<file path="src/rtl/display_pkg.sv">
// display_pkg: shared types, constants and the round-robin successor search for the digit scanner.
package display_pkg;
  localparam logic [6:0] SEG_OFF = 7'b1111111;
  typedef enum logic [1:0] {IDLE, BLANK, SHOW} scan_state_t;
  typedef struct packed {
    logic       wrap;
    logic [2:0] idx;
  } nxt_t;
  // First enabled index strictly after cur (mod n); wrap when it is not above cur.
  function automatic nxt_t next_enabled(input logic [7:0] en, input logic [2:0] cur, input int n);
    nxt_t r;
    logic [2:0] j;
    r.idx = cur;
    for (int k = 8; k >= 1; k--) begin
      j = 3'((int'(cur) + k) % n);
      if (k <= n && en[j]) r.idx = j;
    end
    r.wrap = r.idx <= cur;
    return r;
  endfunction
endpackage

</file>
<file path="src/rtl/display.sv">
// display: hex nibble to active-low seven-segment pattern, bit order gfedcba.
module display (
  input  logic [3:0] hex,
  output logic [6:0] seg
);
  always_comb begin
    seg = 7'b1111111;
    case (hex)
      4'h0: seg = 7'b1000000;
      4'h1: seg = 7'b1111001;
      4'h2: seg = 7'b0100100;
      4'h3: seg = 7'b0110000;
      4'h4: seg = 7'b0011001;
      4'h5: seg = 7'b0010010;
      4'h6: seg = 7'b0000010;
      4'h7: seg = 7'b1111000;
      4'h8: seg = 7'b0000000;
      4'h9: seg = 7'b0010000;
      4'hA: seg = 7'b0001000;
      4'hB: seg = 7'b0000011;
      4'hC: seg = 7'b1000110;
      4'hD: seg = 7'b0100001;
      4'hE: seg = 7'b0000110;
      default: seg = 7'b0001110;
    endcase
  end
endmodule

</file>
<file path="src/rtl/display_scan_ctrl.sv">
// display_scan_ctrl: round-robin multiplexed scan of seven-segment digits with blanking gaps.
module display_scan_ctrl
  import display_pkg::*;
#(
  parameter int NUM_DIGITS  = 2,
  parameter int DWELL_COUNT = 2400,
  parameter int BLANK_COUNT = 48
) (
  input  logic                    clk,
  input  logic                    reset,
  input  logic [NUM_DIGITS-1:0]   digit_en,
  input  logic [4*NUM_DIGITS-1:0] digit_data,
  output logic [6:0]              seg,
  output logic [NUM_DIGITS-1:0]   digit_sel_n,
  output logic [2:0]              cur_digit,
  output logic                    frame_tick
);
  localparam int MAXC = DWELL_COUNT > BLANK_COUNT ? DWELL_COUNT : BLANK_COUNT;
  localparam int CW   = MAXC > 1 ? $clog2(MAXC) : 1;

  scan_state_t           state_q, state_d;
  logic [CW-1:0]         cnt_q, cnt_d;
  logic [2:0]            cur_q, cur_d, nxt_q, nxt_d, base;
  logic [6:0]            seg_q, seg_d, dec;
  logic [NUM_DIGITS-1:0] sel_q, sel_d;
  logic                  tick_q, tick_d, show;
  logic [7:0]            en8;
  logic [31:0]           data32;
  logic [3:0]            nib;
  nxt_t                  succ;

  assign en8    = 8'(digit_en);
  assign data32 = 32'(digit_data);
  // From IDLE the search starts just below index 0, yielding the lowest enabled digit.
  assign base   = state_q == IDLE ? 3'(NUM_DIGITS - 1) : cur_q;
  assign succ   = next_enabled(en8, base, NUM_DIGITS);

  display u_dec (.hex(nib), .seg(dec));

  always_ff @(posedge clk or negedge reset) begin
    if (!reset) begin
      state_q <= IDLE;
      cnt_q   <= '0;
      cur_q   <= '0;
      nxt_q   <= '0;
      seg_q   <= SEG_OFF;
      sel_q   <= '1;
      tick_q  <= 1'b0;
    end else begin
      state_q <= state_d;
      cnt_q   <= cnt_d;
      cur_q   <= cur_d;
      nxt_q   <= nxt_d;
      seg_q   <= seg_d;
      sel_q   <= sel_d;
      tick_q  <= tick_d;
    end
  end

  always_comb begin
    state_d = state_q;
    cnt_d   = cnt_q + CW'(1);
    cur_d   = cur_q;
    nxt_d   = nxt_q;
    tick_d  = 1'b0;
    if (digit_en == '0) begin
      state_d = IDLE;
      cnt_d   = '0;
    end else if (state_q == IDLE) begin
      state_d = BLANK;
      cnt_d   = '0;
      nxt_d   = succ.idx;
    end else if (state_q == BLANK && cnt_q == CW'(BLANK_COUNT - 1)) begin
      state_d = SHOW;
      cnt_d   = '0;
      cur_d   = nxt_q;
    end else if (state_q == SHOW && (!en8[cur_q] || cnt_q == CW'(DWELL_COUNT - 1))) begin
      state_d = BLANK;
      cnt_d   = '0;
      nxt_d   = succ.idx;
      tick_d  = succ.wrap;
    end
  end

  // A digit whose enable has dropped is never driven, even in the cycle it aborts.
  always_comb begin
    show  = state_q == SHOW && en8[cur_q];
    nib   = data32[{cur_q, 2'b00} +: 4];
    seg_d = show ? dec : SEG_OFF;
    sel_d = show ? ~(NUM_DIGITS'(1) << cur_q) : '1;
  end

  assign seg         = seg_q;
  assign digit_sel_n = sel_q;
  assign cur_digit   = cur_q;
  assign frame_tick  = tick_q;
endmodule

</file>
<file path="config.mk">
export PLATFORM = sky130hd
export DESIGN_NAME = display_scan_ctrl
export DESIGN_NICKNAME = d
export VERILOG_FILES = /design/src/rtl/display_pkg.sv /design/src/rtl/display.sv /design/src/rtl/display_scan_ctrl.sv
export SDC_FILE = /design/constraint.sdc
export NUM_CORES = 1
export LEC_CHECK = 0
export BUFFER_PORTS_ARGS = -buffer_cell sky130_fd_sc_hd__buf_2
export CORE_ASPECT_RATIO = 0.6
export CORE_MARGIN = 1.5
export CORE_UTILIZATION = 30
export CTS_CLUSTER_SIZE = 12
export DETAILED_ROUTE_END_ITERATION = 16
export REMOVE_ABC_BUFFERS = 1
export SYNTH_ARGS = -nofsm -noshare
export SYNTH_HDL_FRONTEND = slang
export SYNTH_SLANG_ARGS = --single-unit
export TNS_END_PERCENT = 1
</file>
<file path="constraint.sdc">
create_clock -name clk -period 3 [get_ports clk]
set_input_delay 0.15 -clock clk [delete_from_list [all_inputs] [get_ports clk]]
set_output_delay 0.15 -clock clk [all_outputs]
set_load 0.03 [all_outputs]
</file>
==> summary.md <==
| Metric | Value |
|---|---|
| GR Util met2 | `14.4%` |
| Simple-gate share of the synthesized area | `21.7%` |
| Final Wtd Congestion | `~0.80` |
| Slew HR | `a little under three fifths` |
| Total track usage | `12.8%` |
| Clock Tree Root | `clkbuf_8` |
| Congestion Overflow GR | `0` |
| Mapped cell area | `0.00173 mm²` |
| H-tree level count | `2` |
| Fillers | `581` |
| Final ANT Viol Nets | `0` |
| Total leakage power | `0.847 nW` |
| Sink Count | `30` |
| Yosys cell types | `42` |
| Chip width | `101 µm` |
| Number of synthesized register bits | `30` |
| Sw Pwr | `0.211 mW` |
| Pin count of the biggest net entering global routing | `31` |
| Largest area contributor in the netlist | `dfrtp_1` |
| Number of synthesized flops with an enable pin | `0` |
| Met3 usage | `3.47%` |
| Num rows | `21` |
| Syn-to-layout area delta | `15.3%` |
| First drt pass iteration count | `4` |
| Worst Setup Slack post-DPL | `0.865 ns` |
| Largest fanout on the critical path | `12` |
| Yosys synthesis warning count | `0` |
| Max Freq | `about 0.46 GHz` |
| Die area | `0.00626 mm²` |
| Critical Path RT | `3.17 ns` |
| Hold path depth | `2` |
| Starting DRC count in detailed routing | `87` |
| N_diodes | `0` |
| Clock power share | `38.3%` |
| Post-route setup slack | `0.838 ns` |
| Reg power frac | `52.0%` |
| XOR/XNOR Fraction of Synth Area | `5.56%` |
| Clock latency on the worst-skew pair | `between 0.2 and 0.3 ns` |
| Largest family of logic cells by synthesized area | `simple AND/OR/NAND/NOR gates` |
| Async S/R FF share, synth | `100%` |
| Vias per cell | `4.82` |
| Most crowded layer after global routing | `met1` |
| Pwr per Cell Area | `410 mW/mm²` |
| DP Wirelength | `around 2600 µm` |
| Count of pins over their slew limit | `0` |
| Die height | `61.9 µm` |
| Hold/Removal Path Class | `in -> reg` |
| Synth Area in Adders | `6.50%` |
| Final setup violation count | `0` |
| Setup TNS | `0 ns` |
| Post-CTS setup buffers | `0` |
| Switching share of total power | `~26%` |
| Final period util | `72.1%` |
| Initial antenna violation count | `0` |
| Number of global-route vias before repair | `1,106` |
| # port buffers | `24` |
| Final #Nets | `212` |
| Multiplexer share of the synthesized area | `6.86%` |
| Max VDD drop | `approximately 0.00012 V` |
| Internal power | `around 0.61 mW` |
| Mapped Cells | `around 170` |
| Syn avg cell area | `10.4 µm²` |
| Register-to-Register Path Depth | `7` |
| Core footprint | `between 0.005 and 0.006 mm²` |
| Top cell type's share of synthesized area | `30.3%` |
| First-pass GRT wire length | `5890 µm` |
| Sequential share of the synthesized area | `44.0%` |
| RSZ-0062 raised after global routing | `no` |
| Drt total wl | `3710 µm` |
| Critical Path Source Type | `register` |
| Initial Utilization | `between 30% and 40%` |
| Power consumption | `0.819 mW` |
| CTS tree | `yes` |
| Outcome | `finished clean` |
| Clock skew | `0.00337 ns` |
| Routing usage on met1 | `21.3%` |
| Final hold vios | `0` |
| Via count | `1,311` |
| Min Tclk post-route | `2.16 ns` |
| Share of cells above drive strength 1 | `29.7%` |
| WS Path Type | `reg -> reg` |
| Clock transition at the registers of the reported paths | `~0.06 ns` |
| Post_cts resized | `0` |
| Critical Path AT | `between 2 and 2.5 ns` |
| Final Core Density | `a little over a third` |
| Max-cap violation count | `0` |
| Total CTS buffers | `5` |
| CP Capture Type | `register` |
| Clock buffer depth | `2` |
| DRC Markers | `0` |
| Main synth FF type | `dfrtp_1` |
| Hold-fix buffers at CTS | `1` |
| Top post-synthesis cells by area | `dfrtp_1, dfstp_2, ha_1` |
| Wire per inst | `13.6 µm` |
| Synth Area in Compound Gates | `11.3%` |
| Combinational share of power | `9.7%` |
| Io pins | `25` |
| Worst-Margin Slew | `0.665 ns` |
## critical path, stage by stage, from the launching register on
cell,delay (ns)
dfrtp_1,0.62
mux2_2,0.39
nand2_1,0.18
inv_1,0.12
ha_1,0.22
and3_1,0.16
o21ai_0,0.16
o311ai_0,0.18
## flip-flops by register name, summed over array words and instances, names as in the netlist
register	flops
digit_sel_n	2
cur_digit	3
state_q	2
nxt_q	3
seg	7
cnt_q	12
frame_tick	1
## kinds of logic after synthesis
group / Yosys count
buffers and inverters: 12
XOR/XNOR: 11
multiplexers: 11
AO/OA/AOI/OAI: 25
adder cells (fa/ha/maj): 9
flip-flops: 30
AND/OR/NAND/NOR: 68
## per-stage QoR
step                area (µm²)  hold WS (ns)  cells
floorplan                 1680        -0.146    158
finish                    2000         0.188    272
detailed placement        1910         0.231    263
CTS                       2000         0.184    272
global placement          1910         0.235    263
global route              2000         0.202    272
## power groups by stage
stage | clock network [mW] | registers (mW) | logic, mW
floorplan | 0 | 0.430 | 0.0496
global placement | 0 | 0.432 | 0.0784
detailed placement | 0 | 0.432 | 0.0783
CTS | 0.324 | 0.425 | 0.0800
global route | 0.338 | 0.427 | 0.0902
finish | 0.314 | 0.426 | 0.0795
## cells in the final DEF (no fill, tap or decap), types with 2 or more instances in the layout
cell and instances:
ha_1 9, buf_2 24, o21ai_0 6, nand4b_1 2, dfstp_2 9, nand2_1 12, nand2b_1 2, nor2_1 9
xnor2_1 7, a21boi_0 2, mux2_2 7, o311ai_0 2, and3_1 6, nand4_1 5, clkbuf_8 5, nor3_1 16
clkinv_2 2, nand3_1 4, a31oi_1 3, a211oi_1 2, a21oi_1 3, dfrtp_1 21, inv_1 4, mux2i_1 4
xor2_1 4, or2_2 4
## cell usage after synthesis (5+ instances only)
master	count
ha_1	9
xnor2_1	7
o21ai_0	6
nor3_1	16
nor2_1	9
mux2_2	7
nand2_1	12
and3_1	6
nand4_1	5
dfrtp_1	21
dfstp_2	9
## path summary, 6_finish.rpt
| kind | startpoint | to | slack (ns) |
|---|---|---|---|
| hold reg to reg | cnt_q[0] | cnt_q[0] | 0.49 |
| setup / recovery | cur_digit[0] | seg[6] | 0.84 |
| min in group asynchronous | reset | state_q[0] | 0.43 |
| hold / removal | digit_en[1] | nxt_q[0] | 0.19 |
| setup reg to reg | cur_digit[0] | seg[6] | 0.84 |
| max in group asynchronous | reset | cnt_q[3] | 2.14 |
## layout make-up
class	count	area, µm²	area share (%)
clock buffer	6	72.6	3.63
clock inverter	2	10.0	0.501
inverter	4	15.0	0.751
multi-input combinational	124	901	45.1
sequential	30	762	38.1
tap	80	100	5.01
timing repair buffer	26	138	6.89
## metal layers
metal | vias to the layer above | wire [µm] | part of all wire, %
li1 | 657 | - | -
met1 | 616 | 2140 | 58
met2 | 31 | 1310 | 35
met3 | 7 | 204 | 5.5
met4 | 0 | 61 | 1.6
met5 | - | 0 | 0
Note: power is estimated with default switching activity, not from simulation.
